<file path="config.mk">
export PLATFORM = sky130hd
export DESIGN_NAME = rgmii_frame_rx
export DESIGN_NICKNAME = d
export VERILOG_FILES = /design/src/rtl/rgmii_pkg.sv /design/src/rtl/rgmii_ddr_cap.sv /design/src/rtl/rgmii_frame_rx.sv
export SDC_FILE = /design/constraint.sdc
export NUM_CORES = 1
export LEC_CHECK = 0
export ABC_CLOCK_PERIOD_IN_PS = 3890
export CORE_ASPECT_RATIO = 1.25
export CORE_UTILIZATION = 51
export DETAILED_ROUTE_END_ITERATION = 7
export GPL_ROUTABILITY_DRIVEN = 0
export PLACE_DENSITY = 0.76
export SYNTH_ARGS = -nofsm -noshare
export SYNTH_HDL_FRONTEND = slang
export SYNTH_SLANG_ARGS = --single-unit
</file>
<file path="constraint.sdc">
create_clock -name rxclk -period 3.89 [get_ports rxclk]
set_input_delay 0.389 -clock rxclk [delete_from_list [all_inputs] [get_ports rxclk]]
set_output_delay 0.389 -clock rxclk [all_outputs]
set_load 0.01 [all_outputs]
</file>
<file path="src/rtl/rgmii_pkg.sv">
// Shared types and constants for the RGMII frame receiver.
// Holds the parser state encoding and the CRC-32 helpers used by the optional check.
package rgmii_pkg;

  typedef enum logic [1:0] {
    IDLE,
    HDR,
    PAYLOAD,
    END
  } rx_state_e;

  localparam int unsigned PREAMBLE_LEN = 8;
  localparam logic [31:0] CRC_POLY     = 32'h04C11DB7;
  localparam logic [31:0] CRC_RESIDUE  = 32'hC704DD7B;

  function automatic logic [31:0] bitrev32(input logic [31:0] v);
    logic [31:0] r;
    r = '0;
    for (int unsigned i = 0; i < 32; i++) r[i] = v[31-i];
    return r;
  endfunction

  // LSB-first update, so the register holds the reflected CRC.
  function automatic logic [31:0] crc32_byte(input logic [31:0] crc, input logic [7:0] d);
    logic [31:0] c;
    c = crc ^ {24'h0, d};
    for (int unsigned i = 0; i < 8; i++)
      c = c[0] ? ((c >> 1) ^ bitrev32(CRC_POLY)) : (c >> 1);
    return c;
  endfunction

  function automatic logic crc_residue_ok(input logic [31:0] crc);
    return bitrev32(crc) == CRC_RESIDUE;
  endfunction

endpackage

</file>
<file path="src/rtl/rgmii_ddr_cap.sv">
// RGMII DDR capture: low nibble on the rising edge, high nibble on the falling edge,
// presented as one registered byte per rxclk cycle.
module rgmii_ddr_cap
  import rgmii_pkg::*;
(
  input  logic       rxclk,
  input  logic       rst,
  input  logic       rxctl,
  input  logic [3:0] rxd,
  output logic [7:0] rxbyte,
  output logic       byte_en
);

  logic [3:0] lo_q;
  logic [3:0] hi_q;
  logic       ctl_q;
  logic       blk_q;

  always_ff @(negedge rxclk) hi_q <= rxd;

  // blk_q masks the tail of a frame cut by reset until rxctl has been seen low.
  always_ff @(posedge rxclk) begin
    if (rst) begin
      lo_q    <= '0;
      ctl_q   <= 1'b0;
      blk_q   <= 1'b1;
      rxbyte  <= '0;
      byte_en <= 1'b0;
    end else begin
      lo_q    <= rxd;
      ctl_q   <= rxctl & ~blk_q;
      blk_q   <= blk_q & rxctl;
      rxbyte  <= {hi_q, lo_q};
      byte_en <= ctl_q;
    end
  end

endmodule

</file>
<file path="src/rtl/rgmii_frame_rx.sv">
// RGMII frame receiver: header field extraction and addressed payload streaming.
// Define RGMII_RX_CRC_EN to check the FCS and strip it from the payload stream.
module rgmii_frame_rx
  import rgmii_pkg::*;
#(
  parameter int unsigned HDR_OFS     = 22,
  parameter int unsigned FIELD_BYTES = 2,
  parameter int unsigned PAYLOAD_MAX = 1500,
  parameter int unsigned ADDR_W      = 14
) (
  input  logic              rxclk,
  input  logic              rst,
  input  logic              rxctl,
  input  logic [3:0]        rxd,
  output logic [7:0]        dout,
  output logic              dvalid,
  output logic [ADDR_W-1:0] addr,
  output logic [ADDR_W-1:0] base,
  output logic [ADDR_W-1:0] cycle,
  output logic              frame_done,
  output logic              frame_ok,
  output logic              overlong
);

  localparam int unsigned FW        = 8 * FIELD_BYTES;
  localparam logic [15:0] HDR_FIRST = 16'(HDR_OFS);
  localparam logic [15:0] HDR_LAST  = 16'(HDR_OFS + 2 * FIELD_BYTES - 1);
  localparam logic [15:0] PAY_FIRST = 16'(HDR_OFS + 2 * FIELD_BYTES);
  localparam logic [15:0] PMAX      = 16'(PAYLOAD_MAX);

  logic [7:0]    rxbyte;
  logic          byte_en;
  rx_state_e     state_q, state_d;
  logic [15:0]   cnt_q, idx, pidx;
  logic          start, in_hdr, hdr_last, is_pay;
  logic          done_d, ok_d, crc_good;
  logic [FW-1:0] sb_q, sl_q, sb_d, sl_d;
  logic          pay_en, pay_fwd;
  logic [7:0]    pay_byte;
  logic [15:0]   pay_idx;

  rgmii_ddr_cap u_cap (
    .rxclk   (rxclk),
    .rst     (rst),
    .rxctl   (rxctl),
    .rxd     (rxd),
    .rxbyte  (rxbyte),
    .byte_en (byte_en)
  );

  // A byte arriving in IDLE or END is byte 0 of a new frame.
  assign start    = byte_en && (state_q == IDLE || state_q == END);
  assign idx      = start ? '0 : cnt_q;
  assign in_hdr   = byte_en && (idx >= HDR_FIRST) && (idx <= HDR_LAST);
  assign hdr_last = byte_en && (idx == HDR_LAST);
  assign is_pay   = byte_en && (idx >= PAY_FIRST);
  assign pidx     = idx - PAY_FIRST;

  always_ff @(posedge rxclk) begin
    if (rst) state_q <= IDLE;
    else     state_q <= state_d;
  end

  always_comb begin
    state_d = state_q;
    done_d  = 1'b0;
    ok_d    = 1'b0;
    unique case (state_q)
      IDLE, END: begin
        if (byte_en) state_d = hdr_last ? PAYLOAD : HDR;
        else         state_d = IDLE;
      end
      HDR: begin
        if (!byte_en) begin
          state_d = END;
          done_d  = 1'b1;
        end else if (hdr_last) begin
          state_d = PAYLOAD;
        end
      end
      PAYLOAD: begin
        if (!byte_en) begin
          state_d = END;
          done_d  = 1'b1;
          ok_d    = crc_good;
        end
      end
      default: state_d = IDLE;
    endcase
  end

  always_comb begin
    sb_d = sb_q;
    sl_d = sl_q;
    for (int unsigned i = 0; i < FIELD_BYTES; i++) begin
      if (in_hdr && idx == 16'(HDR_OFS + i))               sb_d[8*i +: 8] = rxbyte;
      if (in_hdr && idx == 16'(HDR_OFS + FIELD_BYTES + i)) sl_d[8*i +: 8] = rxbyte;
    end
  end

`ifdef RGMII_RX_CRC_EN
  logic [3:0][7:0]  pd_q;
  logic [3:0][15:0] pp_q;
  logic [3:0]       pv_q;
  logic [31:0]      crc_q;

  // Four-byte hold-back: a byte leaves only once four more have arrived, so the FCS never does.
  always_ff @(posedge rxclk) begin
    if (rst) begin
      pd_q  <= '0;
      pp_q  <= '0;
      pv_q  <= '0;
      crc_q <= '1;
    end else if (start) begin
      pv_q  <= '0;
      crc_q <= '1;
    end else begin
      if (is_pay) begin
        pd_q <= {pd_q[2:0], rxbyte};
        pp_q <= {pp_q[2:0], pidx};
        pv_q <= {pv_q[2:0], 1'b1};
      end
      if (byte_en && idx >= 16'(PREAMBLE_LEN)) crc_q <= crc32_byte(crc_q, rxbyte);
    end
  end

  assign pay_en   = is_pay && pv_q[3];
  assign pay_byte = pd_q[3];
  assign pay_idx  = pp_q[3];
  assign crc_good = crc_residue_ok(crc_q);
`else
  assign pay_en   = is_pay;
  assign pay_byte = rxbyte;
  assign pay_idx  = pidx;
  assign crc_good = 1'b1;
`endif

  assign pay_fwd = pay_en && (pay_idx < PMAX);

  always_ff @(posedge rxclk) begin
    if (rst) begin
      cnt_q      <= '0;
      sb_q       <= '0;
      sl_q       <= '0;
      dout       <= '0;
      dvalid     <= 1'b0;
      addr       <= '0;
      base       <= '0;
      cycle      <= '0;
      frame_done <= 1'b0;
      frame_ok   <= 1'b0;
      overlong   <= 1'b0;
    end else begin
      if (byte_en) cnt_q <= (idx == 16'hFFFF) ? idx : idx + 16'd1;
      sb_q <= sb_d;
      sl_q <= sl_d;
      if (hdr_last) begin
        base  <= ADDR_W'(sb_d);
        cycle <= ADDR_W'(sl_d);
      end
      dvalid <= pay_fwd;
      if (pay_fwd) begin
        dout <= pay_byte;
        addr <= base + ADDR_W'(pay_idx);
      end
      overlong   <= start ? 1'b0 : (overlong | (pay_en && pay_idx >= PMAX));
      frame_done <= done_d;
      frame_ok   <= ok_d;
    end
  end

endmodule

</file>
Yosys cells after proc, flatten, opt, wreduce, memory -nomap -nowiden

Cells that the tools add are included.

Input bits: 7
Logic and storage cells: 74
Bits in registers: 119
Output and inout bits: 54

Add/sub/neg operators: 3
Bitwise gates (word level): 6
Order comparisons: 5
Reductions and logical operators: 19
Multiplexer cells: 13
Eq/ne operators: 10

Operators by type and width:

| kind                    | count |
|---|---|
| $eq A16 B5 Y1 const B   | 4 |
| $ge A16 B5 Y1 const B   | 2 |
| $mux W16                | 2 |
| $add A16 B1 Y16 const B | 1 |
| $eq A16 B16 Y1 const B  | 1 |
| $ge A16 B11 Y1 const B  | 1 |
| $le A16 B5 Y1 const B   | 1 |
| $lt A16 B11 Y1 const B  | 1 |
| $mux W8                 | 2 |
| $sub A16 B5 Y16 const B | 1 |
| $add A14 B14 Y14        | 1 |
| $mux W6                 | 2 |
| $logic_and A1 B1 Y1     | 11 |
| $mux W2                 | 5 |
| $reduce_or A2 Y1        | 5 |
| $pmux W2 S3             | 1 |
| $eq A2 B2 Y1 const B    | 2 |
| $ne A3 B3 Y1 const B    | 1 |
| $not A1 Y1              | 3 |
| $and A1 B1 Y1           | 2 |
| $eq A2 B1 Y1 const B    | 1 |
| $logic_not A2 Y1        | 1 |
| $ne A2 B2 Y1 const B    | 1 |
| $reduce_and A2 Y1       | 1 |
| 3 further kinds         | 3 |

Longest topological paths before layout

Word-level depth: 9
Gate-level depth with buffers: 17
Gate-level depth less buffers: 14

By module

A second synthesis with hierarchy kept.

Cell total of the unflattened synthesis: 583
Area total of the unflattened synthesis: 5258.8 µm²

Modules (own cells, without submodules):

| module         | seq. area each (µm²) | area each (µm²) | cells each | instances |
|---|---|---|---|---|
| rgmii_frame_rx | 1881.8               | 4759.6          | 547        | 1 |
| rgmii_ddr_cap  | 380.4                | 499.2           | 36         | 1 |

==> impl_summary.txt <==
----------------------------------------------------
[Status]
  Outcome ... complete, no violations

[Die]
  Die area ... 11200 sq um
  Core outline area ... 10500 sq um
  Cell row count ... 42
  Die Height ... 118 microns
  Horiz. Die Dim ... 94.8 microns
  Initial Util ... 0.523
  Count of pins on the block boundary ... 61

[Synthesis]
  Seq/Total Area, Yosys ... 0.412
  Yosys top cell area share ... 0.412
  Number of distinct library cells after synthesis ... 69
  Area of the mapped netlist ... 5490 sq um
  Yosys warns ... 0
  Share of synthesized registers carrying an async set or reset ... 0
  Yosys reg bits ... 113
  Cell type contributing the most total cell area after synthesis ... sky130_fd_sc_hd__dfxtp_1
  Synthesized Nets ... 630
  Post-synthesis area per instance ... 9.12 sq um
  Number of synthesized flops with an enable pin ... 0
  Synthesized netlist cell count ... 602
  Synth area leaders ... sky130_fd_sc_hd__dfxtp_1 (41%), sky130_fd_sc_hd__mux2i_1 (6.7%), sky130_fd_sc_hd__nand2_1 (4.6%)
  Most used flip-flop cell after synthesis ... sky130_fd_sc_hd__dfxtp_1

[Critical path]
  Sort of element at the start of the critical path ... register
  Number of cells traversed by the worst register-to-register path ... 14
  Worst reg2reg setup slack ... 0.32 ns
  Critical path's most frequent cell ... sky130_fd_sc_hd__inv_1
  Path type of the worst setup path ... register to register
  End of the worst register-to-register path ... addr[12]$_SDFFE_PP0P_
  Delay contributed by the slowest stage of the critical path ... 0.45 ns
  Library cell contributing the largest single delay on the critical path ... sky130_fd_sc_hd__or3b_2
  Worst R2R Start ... state_q[0]$_SDFFE_PP0P_
  Required time worst endpoint ... 4.23 ns
  Critical path arrival ... 3.92 ns
  Nature of the critical path endpoint ... register
  Largest fanout on the critical path ... 10
  Worst path cell trace ... inv_1, ha_2, nand2_1, nand2_1, inv_1, ha_1, inv_1, ha_1, a21oi_1, o211ai_1, o2111a_1, o21ai_0, or3b_2, mux2i_1

[Placed design]
  Detailed-placement wirelength estimate ... 9040 microns
  Number of port buffers ... 60

[Clock network]
  Sink Count ... 113
  Depth of the CTS H-tree ... 4
  Clock buffers created by TritonCTS ... 17
  Skew-Pair Late Insertion Delay ... 0.43 ns
  CTS tree ... yes
  Number of post-CTS setup repair buffers ... 0
  Clock root buffer ... sky130_fd_sc_hd__clkbuf_16
  Maximum clock path buffer count ... 2
  Clock input transition at the sequential cells of the worst setup and hold paths ... 0.06 ns

[Finish]
  Number of diodes added for antenna fixing ... 0
  Layout overhead on the synthesized area ... 21.8%
  Share of layout cells above drive strength 1 ... 0.107
  Nets@finish ... 680
  Fin util ... 0.636

[STA]
  Max Clock Skew ... 0.0259 ns
  Hold Worst Slack ... 0.435 ns
  Unrepaired setup endpoints after global routing ... no
  Max-slew violations ... 0
  Final period utilization ... 0.919
  Top achievable clock speed ... 280 MHz
  Final-layout setup total negative slack ... 0 ns
  Min Tclk post-route ... 3.57 ns
  Worst slew pin tran ... 0.971 ns
  Max_slew headroom ... 0.353
  Number of endpoints failing setup at the final stage ... 0
  Count of final hold-check violations ... 0

[GRT]
  Vias in the first global route ... 4479
  Gr usage total ... 0.245
  Overflow after GRT ... 0
  Number of antenna violations at the first check in global routing ... 0
  Maximum number of pins on one net before global-route repair ... 89
  Global-route wire length before repair ... 21200 microns

[Power and ir drop]
  Peak ir drop on the vdd network ... 0.292 mV
  Power after layout ... 0.00279 W
  Power per unit of standard cell area ... 417 nW/um^2
  Leakage component of the power ... 2.50 nW

[Hold path]
  Count of cells along the worst hold path ... 1
  Worst hold endpoint ... u_cap.byte_en$_SDFF_PP0_
  Min-delay src ... u_cap.ctl_q$_SDFF_PP0_
  Worst hold path type ... register to register

[Drt]
  Total detailed-routing wirelength ... 13100 microns
  Average detailed-routed wire length per instance ... 16.4 microns
  Post-detailed-route count of antenna-violating nets ... 0
  Vias per inst ... 5.77
  Routed via count ... 4597
  Remaining DRCs ... 0
  Number of violations reported at the end of detailed-routing iteration 0 ... 313
  Initial DRT Pass Iterations ... 5

[Job]
  Maximum Capacitance Violations ... 0

----------------------------------------------------
==> Yosys cell counts, types with 2 or more instances <==
library cell / number
sky130_fd_sc_hd__or2_2: 3
sky130_fd_sc_hd__nor3_1: 10
sky130_fd_sc_hd__o31ai_1: 4
sky130_fd_sc_hd__nor2b_1: 19
sky130_fd_sc_hd__clkbuf_1: 20
sky130_fd_sc_hd__buf_2: 13
sky130_fd_sc_hd__o21ai_0: 24
sky130_fd_sc_hd__dfxtp_1: 113
sky130_fd_sc_hd__and3_1: 4
sky130_fd_sc_hd__nor4_4: 2
sky130_fd_sc_hd__nand4_1: 5
sky130_fd_sc_hd__nor3b_1: 3
sky130_fd_sc_hd__a211oi_1: 18
sky130_fd_sc_hd__xor2_1: 14
sky130_fd_sc_hd__ha_1: 20
sky130_fd_sc_hd__a21o_1: 6
sky130_fd_sc_hd__mux2_4: 2
sky130_fd_sc_hd__a2111oi_0: 7
sky130_fd_sc_hd__o21a_1: 2
sky130_fd_sc_hd__nand2_1: 68
sky130_fd_sc_hd__nor4_1: 4
sky130_fd_sc_hd__nand3_1: 18
sky130_fd_sc_hd__nand3b_1: 2
sky130_fd_sc_hd__inv_1: 14
sky130_fd_sc_hd__nand2b_1: 4
sky130_fd_sc_hd__or4_1: 2
sky130_fd_sc_hd__a21oi_1: 24
sky130_fd_sc_hd__nor2_1: 67
sky130_fd_sc_hd__or3_1: 3
sky130_fd_sc_hd__mux2i_1: 37
sky130_fd_sc_hd__xnor2_1: 12
sky130_fd_sc_hd__o21ai_2: 2
sky130_fd_sc_hd__a211oi_2: 8
sky130_fd_sc_hd__a31o_1: 5
sky130_fd_sc_hd__o211ai_1: 3
sky130_fd_sc_hd__o211ai_2: 2
sky130_fd_sc_hd__nor4b_1: 3
sky130_fd_sc_hd__buf_6: 4
==> cells in the final DEF, fill, tap and decap left out, types with 12 or more instances in the layout <==
cell / synthesis / final
sky130_fd_sc_hd__ha_1: 20 / 19
sky130_fd_sc_hd__a21oi_1: 24 / 24
sky130_fd_sc_hd__nand3_1: 18 / 18
sky130_fd_sc_hd__a211oi_1: 18 / 18
sky130_fd_sc_hd__dfxtp_1: 113 / 113
sky130_fd_sc_hd__o21ai_0: 24 / 23
sky130_fd_sc_hd__xnor2_1: 12 / 12
sky130_fd_sc_hd__xor2_1: 14 / 14
sky130_fd_sc_hd__nand2_1: 68 / 68
sky130_fd_sc_hd__nor2_1: 67 / 66
sky130_fd_sc_hd__clkdlybuf4s50_1: 0 / 59
sky130_fd_sc_hd__clkbuf_16: 0 / 17
sky130_fd_sc_hd__nor2b_1: 19 / 19
sky130_fd_sc_hd__inv_1: 14 / 17
sky130_fd_sc_hd__mux2i_1: 37 / 37
==> metal layers <==
layer	GRT usage	part of all wire	vias to the layer above
met3	0.0549	0.049	22
met1	0.286	0.41	2194
met4	0.110	0.023	0
met2	0.420	0.52	152
met5	0	0	-
li1	-	-	2229
==> per-stage QoR <==
step,instance area [sq um],std cells,worst slack [ns]
after floorplan,5490,602,0.125
after global placement,6110,762,0.563
after detailed placement,6110,762,0.370
after CTS,6680,797,0.312
after global routing,6690,797,0.0484
final,6690,797,0.316
==> registers in the layout (all words and copies together) (netlist names) <==
| signal | count |
|---|---|
| cnt_q | 16 |
| addr | 14 |
| base | 14 |
| cycle | 14 |
| sb_q | 14 |
| dout | 8 |
| sl_q | 8 |
| u_cap.rxbyte | 8 |
| u_cap.hi_q | 4 |
| u_cap.lo_q | 4 |
| state_q | 2 |
| dvalid | 1 |
| frame_done | 1 |
| frame_ok | 1 |
| overlong | 1 |
| u_cap.blk_q | 1 |
| u_cap.byte_en | 1 |
| u_cap.ctl_q | 1 |
==> worst max-delay path by stage <==
stage	start	to	slack, ns
global placement	state_q[0]$_SDFFE_PP0P_	addr[12]$_SDFFE_PP0P_	0.56
finish	state_q[0]$_SDFFE_PP0P_	addr[12]$_SDFFE_PP0P_	0.32
CTS	state_q[0]$_SDFFE_PP0P_	addr[12]$_SDFFE_PP0P_	0.31
detailed placement	state_q[0]$_SDFFE_PP0P_	addr[12]$_SDFFE_PP0P_	0.37
global route	state_q[0]$_SDFFE_PP0P_	addr[12]$_SDFFE_PP0P_	0.05
floorplan	state_q[0]$_SDFFE_PP0P_	addr[12]$_SDFFE_PP0P_	0.13
==> power by group <==
| part | internal (W) | total (W) | switching [W] |
|---|---|---|---|
| sequential | 0.00118 | 0.00120 | 0.0000154 |
| combinational | 0.0000483 | 0.000125 | 0.0000765 |
| clock | 0.000890 | 0.00147 | 0.000578 |
| total | 0.00212 | 0.00279 | 0.000670 |
==> worst max-delay path: cells and delay by family (launching register included) <==
kind	cells	cell delay, ns
compound gates	4	0.86
fa+ha+maj	3	1.03
buf+inv	3	0.32
flops	1	0.34
mux	1	0.12
simple gates	3	0.85
==> cells by family after synthesis <==
group	share of synthesized area
AND/OR/NAND/NOR	0.211
AO/OA/AOI/OAI	0.169
flip-flops	0.412
buffers and inverters	0.0453
multiplexers	0.0729
XOR/XNOR	0.0415
adder cells (fa/ha/maj)	0.0492
==> cell type report <==
class	instances	area, sq um
clock inverters	18	146
inverters	14	52.6
repair buffers	66	641
fillers	844	3820
multi-input cells	436	2990
flip-flops and latches	113	2260
clock buffers	18	429
well taps	132	165
==> repair_timing <==
action                     in CTS  in global routing
setup endpoints to repair       0                  3
resized for setup               0                  3
hold buffers                    0                  0
Note: power is estimated with default switching activity, not from simulation.
